[src/rtl/atr_io_ctrl_pkg.sv]
// Shared constants for the daughterboard ATR I/O control block:
// serial register addresses and the TX/RX state encoding.
package atr_io_ctrl_pkg;

    localparam logic [6:0] FR_IO_0          = 7'd20;
    localparam logic [6:0] FR_IO_1          = 7'd21;
    localparam logic [6:0] FR_ATR_MASK_0    = 7'd22;
    localparam logic [6:0] FR_ATR_TXVAL_0   = 7'd23;
    localparam logic [6:0] FR_ATR_RXVAL_0   = 7'd24;
    localparam logic [6:0] FR_ATR_MASK_1    = 7'd25;
    localparam logic [6:0] FR_ATR_TXVAL_1   = 7'd26;
    localparam logic [6:0] FR_ATR_RXVAL_1   = 7'd27;
    localparam logic [6:0] FR_ATR_TX_DELAY  = 7'd28;
    localparam logic [6:0] FR_ATR_RX_DELAY  = 7'd29;

    typedef enum logic [1:0] {
        ST_RX       = 2'd0,
        ST_TX_DELAY = 2'd1,
        ST_TX       = 2'd2,
        ST_RX_DELAY = 2'd3
    } atr_state_e;

    // Upper half of the write word selects which low-half bits are replaced.
    function automatic logic [15:0] masked_merge(input logic [15:0] old_val,
                                                 input logic [31:0] wdata);
        return (old_val & ~wdata[31:16]) | (wdata[15:0] & wdata[31:16]);
    endfunction

endpackage

[src/rtl/atr_io_ctrl_atr_delay.sv]
// Switch-over delay counter: load, decrement, terminal count at 1.
// Shared by the TX_DELAY and RX_DELAY states.
module atr_delay #(
    parameter int DELAY_W = 12
) (
    input  logic               clock,
    input  logic               reset,
    input  logic               load,
    input  logic [DELAY_W-1:0] load_val,
    input  logic               dec,
    output logic               tc
);

    logic [DELAY_W-1:0] cnt_q;
    logic [DELAY_W-1:0] cnt_d;

    always_comb begin
        cnt_d = cnt_q;
        if (load) begin
            cnt_d = load_val;
        end else if (dec) begin
            cnt_d = cnt_q - DELAY_W'(1);
        end
    end

    always_ff @(posedge clock or posedge reset) begin
        if (reset) begin
            cnt_q <= '0;
        end else begin
            cnt_q <= cnt_d;
        end
    end

    assign tc = (cnt_q == DELAY_W'(1));

endmodule

[src/rtl/atr_io_ctrl.sv]
// Daughterboard I/O bank output generator: per-bit manual value or ATR
// TX/RX value, with programmable TX/RX switch-over delays.
module atr_io_ctrl
    import atr_io_ctrl_pkg::*;
#(
    parameter int DELAY_W = 12
) (
    input  logic        clock,
    input  logic        reset,
    input  logic [6:0]  serial_addr,
    input  logic [31:0] serial_data,
    input  logic        serial_strobe,
    input  logic        enable_tx,
    input  logic        tx_empty,
    output logic [15:0] reg_0,
    output logic [15:0] reg_1,
    output logic [1:0]  atr_state
);

    logic [15:0] io_0_q, io_0_d, io_1_q, io_1_d;
    logic [15:0] mask_0_q, mask_0_d, mask_1_q, mask_1_d;
    logic [15:0] txval_0_q, txval_0_d, txval_1_q, txval_1_d;
    logic [15:0] rxval_0_q, rxval_0_d, rxval_1_q, rxval_1_d;
    logic [DELAY_W-1:0] tx_delay_q, tx_delay_d, rx_delay_q, rx_delay_d;
    logic [15:0] reg_0_q, reg_0_d, reg_1_q, reg_1_d;
    atr_state_e  state_q, state_d;

    logic               transmit;
    logic               cnt_load;
    logic [DELAY_W-1:0] cnt_load_val;
    logic               cnt_dec;
    logic               cnt_tc;
    logic               use_tx;

    assign transmit = enable_tx & ~tx_empty;

    always_comb begin
        io_0_d     = io_0_q;
        io_1_d     = io_1_q;
        mask_0_d   = mask_0_q;
        mask_1_d   = mask_1_q;
        txval_0_d  = txval_0_q;
        txval_1_d  = txval_1_q;
        rxval_0_d  = rxval_0_q;
        rxval_1_d  = rxval_1_q;
        tx_delay_d = tx_delay_q;
        rx_delay_d = rx_delay_q;
        if (serial_strobe) begin
            case (serial_addr)
                FR_IO_0:         io_0_d     = masked_merge(io_0_q, serial_data);
                FR_IO_1:         io_1_d     = masked_merge(io_1_q, serial_data);
                FR_ATR_MASK_0:   mask_0_d   = serial_data[15:0];
                FR_ATR_TXVAL_0:  txval_0_d  = serial_data[15:0];
                FR_ATR_RXVAL_0:  rxval_0_d  = serial_data[15:0];
                FR_ATR_MASK_1:   mask_1_d   = serial_data[15:0];
                FR_ATR_TXVAL_1:  txval_1_d  = serial_data[15:0];
                FR_ATR_RXVAL_1:  rxval_1_d  = serial_data[15:0];
                FR_ATR_TX_DELAY: tx_delay_d = serial_data[DELAY_W-1:0];
                FR_ATR_RX_DELAY: rx_delay_d = serial_data[DELAY_W-1:0];
                default: ;
            endcase
        end
    end

    // A zero delay skips the delay state entirely.
    always_comb begin
        state_d      = state_q;
        cnt_load     = 1'b0;
        cnt_load_val = tx_delay_q;
        cnt_dec      = 1'b0;
        case (state_q)
            ST_RX: begin
                if (transmit) begin
                    cnt_load     = 1'b1;
                    cnt_load_val = tx_delay_q;
                    state_d      = (tx_delay_q == '0) ? ST_TX : ST_TX_DELAY;
                end
            end
            ST_TX_DELAY: begin
                if (!transmit)   state_d = ST_RX;
                else if (cnt_tc) state_d = ST_TX;
                else             cnt_dec = 1'b1;
            end
            ST_TX: begin
                if (!transmit) begin
                    cnt_load     = 1'b1;
                    cnt_load_val = rx_delay_q;
                    state_d      = (rx_delay_q == '0) ? ST_RX : ST_RX_DELAY;
                end
            end
            ST_RX_DELAY: begin
                if (transmit)    state_d = ST_TX;
                else if (cnt_tc) state_d = ST_RX;
                else             cnt_dec = 1'b1;
            end
            default: state_d = ST_RX;
        endcase
    end

    atr_delay #(.DELAY_W(DELAY_W)) u_atr_delay (
        .clock    (clock),
        .reset    (reset),
        .load     (cnt_load),
        .load_val (cnt_load_val),
        .dec      (cnt_dec),
        .tc       (cnt_tc)
    );

    // Pins hold the previous direction's value until a delay expires.
    assign use_tx = (state_q == ST_TX) || (state_q == ST_RX_DELAY);

    always_comb begin
        reg_0_d = (mask_0_q & (use_tx ? txval_0_q : rxval_0_q)) | (~mask_0_q & io_0_q);
        reg_1_d = (mask_1_q & (use_tx ? txval_1_q : rxval_1_q)) | (~mask_1_q & io_1_q);
    end

    always_ff @(posedge clock or posedge reset) begin
        if (reset) begin
            io_0_q     <= '0;
            io_1_q     <= '0;
            mask_0_q   <= '0;
            mask_1_q   <= '0;
            txval_0_q  <= '0;
            txval_1_q  <= '0;
            rxval_0_q  <= '0;
            rxval_1_q  <= '0;
            tx_delay_q <= '0;
            rx_delay_q <= '0;
            reg_0_q    <= '0;
            reg_1_q    <= '0;
            state_q    <= ST_RX;
        end else begin
            io_0_q     <= io_0_d;
            io_1_q     <= io_1_d;
            mask_0_q   <= mask_0_d;
            mask_1_q   <= mask_1_d;
            txval_0_q  <= txval_0_d;
            txval_1_q  <= txval_1_d;
            rxval_0_q  <= rxval_0_d;
            rxval_1_q  <= rxval_1_d;
            tx_delay_q <= tx_delay_d;
            rx_delay_q <= rx_delay_d;
            reg_0_q    <= reg_0_d;
            reg_1_q    <= reg_1_d;
            state_q    <= state_d;
        end
    end

    assign reg_0     = reg_0_q;
    assign reg_1     = reg_1_q;
    assign atr_state = state_q;

endmodule

[config.mk]
export PLATFORM = sky130hd
export DESIGN_NAME = atr_io_ctrl
export DESIGN_NICKNAME = d
export VERILOG_FILES = /design/src/rtl/atr_io_ctrl_pkg.sv /design/src/rtl/atr_io_ctrl_atr_delay.sv /design/src/rtl/atr_io_ctrl.sv
export SDC_FILE = /design/constraint.sdc
export NUM_CORES = 1
export LEC_CHECK = 0
export ABC_CLOCK_PERIOD_IN_PS = 7900
export CAP_MARGIN = 10
export CORE_MARGIN = 5
export CORE_UTILIZATION = 45
export DETAILED_ROUTE_END_ITERATION = 8
export GPL_TIMING_DRIVEN = 0
export SYNTH_ARGS = -nofsm -noshare
export SYNTH_HDL_FRONTEND = slang
export SYNTH_SLANG_ARGS = --single-unit
[constraint.sdc]
create_clock -name clock -period 7.9 [get_ports clock]
set_input_delay 1.185 -clock clock [delete_from_list [all_inputs] [get_ports clock]]
set_output_delay 1.185 -clock clock [all_outputs]
set_load 0.03 [all_outputs]
==> out/qor.yml <==
vias: 5336
slowest_delay_ps: 660
cts_made_buffers: 17
layout_commonest_cell: "dfrtp_1"
slew_headroom_pct: 44.67
drive_gt1_share_pct: 28.72
yosysSeqAreaShare_pct: 58.24
ir_worst_vdd_mv: 0.1763
start_util_pct: 45.64
cts_root_buf: "clkbuf_16"
crit_family: "simple AND/OR/NAND/NOR gates"
cts.clk_slew.worst_paths_ps: 70
p_leak_nw: 4.667
antenna_found_initial: 0
syn_to_final_growth_pct: 18.09
final_cell_mix: "dfrtp_1 (198), mux2_2 (154), clkdlybuf4s50_1 (64), nor2_1 (39), nand2_1 (38)"
fin_skew_ps: 9.469
crit_buf_inv: 2
fmax_mhz: 323.1
cp_data_arrival_time_ps: 3400
overflow: 0
wire_per_inst_um: 18.74
synthesis.nets: 694
hold_start: "mask_0_q[7]$_DFFE_PP0P_"
io_pins: 78
power_density_nw_per_um2: 259.9
hp-class: "flip-flop to flip-flop"
row_count: 50
tightest_slew_ps: 829.9
synth_seq_cells: 198
track_usage_pct: 17.59
cts_sinks: 198
critPathLaunch: "serial_addr[4]"
dieWidth_um: 147.5
routed_via_density: 5.450
grt_pass1_wl_mm: 30.30
p_total_mw: 2.611
cp_slowest_cell: "nor3b_2"
cts_tree: "built"
place_congestion: 0.8171
grt_pass1_vias: 5729
final.setup.worst_slack_ps: 4805
min_period_ps: 3095
h-tree-depth: 4
reg2reg_from: "u_atr_delay.cnt_q[4]$_DFFE_PP0P_"
synth_top_area_share_pct: 58.24
fillers: 1599
wirelength_mm: 18.35
rsz0062_at_grt: "no"
final_nets: 778
status: "finished, final reports clean"
netlist_instances: 648
diodes: 0
whs_ps: 461.6
synth_edf_count: 0
port_buffers: 64
drc: 0
cts_hold_buf: 0
cts_setup_buffers: 0
drt-initial-drc-count: 343
cts.repair.resized: 0
fin_util_pct: 53.89
end_kind: "flip-flop"
fp.dieH_um: 147.5
clock_latency_ps: 430
synthFlopType: "dfrtp_1"
fin_crit_sh_pct: 39.18
path_max_fanout: 10
setup_viol: 0
instances_no_fill: 979
dpl_worst_slack_ps: 4326
grt_max_degree: 134
setup.worst_path.start_class: "primary input"
synth_async_sr_flop_share_pct: 100.0
synth_cell_types: 51
synth.cell_area_um2: 8508
max_cap_violations: 0
critical_path_required_ps: 8210
antenna_left: 0
yosys-top-cells-area: "dfrtp_1 (58%), mux2_2 (20%), mux2i_1 (4.0%)"
slew_violations: 0
clockBufferDepth: 2
syn_area_per_cell_um2: 13.13
yosys.area.top_type: "dfrtp_1"
place.detailed.hpwl_mm: 12.48
crit_chain: "clkdlybuf4s50_1 > nor3b_1 > nand3_1 > nor3b_2 > buf_4 > mux2_2"
critical_path_class: "primary input to flip-flop"
hold_violations: 0
yosys_warnings: 0
core_um2: 18640
dr.pass1.iters: 4
dp_cells: 947
die-area_um2: 21760
per-layer routing:
metal / vias to the layer above / GRT usage [%] / wire [µm]
li1: 2473 / - / -
met1: 2742 / 23.75 / 8374
met2: 100 / 28.84 / 9107
met3: 21 / 3.832 / 629
met4: 0 / 4.986 / 233
met5: - / 0 / 0
power breakdown:
group | internal (mW) | leakage [nW] | switching (mW)
Combinational | 0.257 | 1.70 | 0.313
Sequential | 1.12 | 2.69 | 0.0780
Clock | 0.446 | 0.275 | 0.398
Total | 1.82 | 4.67 | 0.788
logic make-up after synthesis:
| kind of cell | Yosys count | share of synthesized area (%) |
|---|---|---|
| AO/OA/AOI/OAI | 69 | 4.647 |
| XOR/XNOR | 9 | 1.015 |
| adder cells (fa/ha/maj) | 2 | 0.2941 |
| buffers and inverters | 43 | 2.765 |
| flip-flops | 198 | 58.24 |
| multiplexers | 190 | 24.65 |
| AND/OR/NAND/NOR | 137 | 8.397 |
per-stage QoR:
stage / instance area, µm² / setup TNS, ps
final: 10050 / 0
after global routing: 10050 / 0
after CTS: 10050 / 0
after detailed placement: 9477 / 0
after global placement: 9442 / -182620
after floorplan: 8508 / 0
synthesized netlist by cell type (2+ instances only):
cell and n:
nor4_1 7, a22oi_1 3, o32a_1 2, o22ai_1 3, nor3_1 3, nand4b_1 2, nand4_1 3, nor3b_1 6
inv_1 5, buf_4 4, nor2b_1 4, buf_6 2, and3_1 6, buf_1 13, mux2i_1 34, a21oi_1 36
mux2_2 154, nand2_1 38, a31oi_1 8, ha_1 2, xor2_1 7, nand3_1 13, nor2_1 39, clkbuf_1 5
nor3b_2 2, mux2_1 2, buf_2 10, clkbuf_8 3, o21ai_0 10, and2_1 3, nand2b_1 2, dfrtp_1 198
layout make-up:
class	instances	area, µm²	share of cell area (%)
tap	234	292.8	2.914
sequential	198	4955	49.32
buffer	38	216.5	2.154
multi-input combinational	407	3318	33.03
clock inverter	13	137.6	1.370
clock buffer	19	432.9	4.309
inverter	5	26.28	0.2615
timing repair buffer	65	668.1	6.650
worst register-to-register path: stages, from the launching register on:
cell and delay, ps:
dfrtp_1 420, nor4_1 570, nand4b_1 380, and3_1 330, o21ai_0 170, a21oi_1 100
final timing paths:
kind / end / slack, ps / depth (start not counted)
setup reg to reg: atr_state[1]$_DFFE_PP0P_ / 5810 / 5
min in group asynchronous: reg_1[11]$_DFF_PP0_ / 1200 / 2
max in group asynchronous: reg_1[8]$_DFF_PP0_ / 5730 / 3
hold / removal: reg_0[7]$_DFF_PP0_ / 460 / 1
setup / recovery: txval_1_q[6]$_DFFE_PP0P_ / 4800 / 6
hold reg to reg: reg_0[7]$_DFF_PP0_ / 460 / 1
Power figures use the tool's default switching activity.
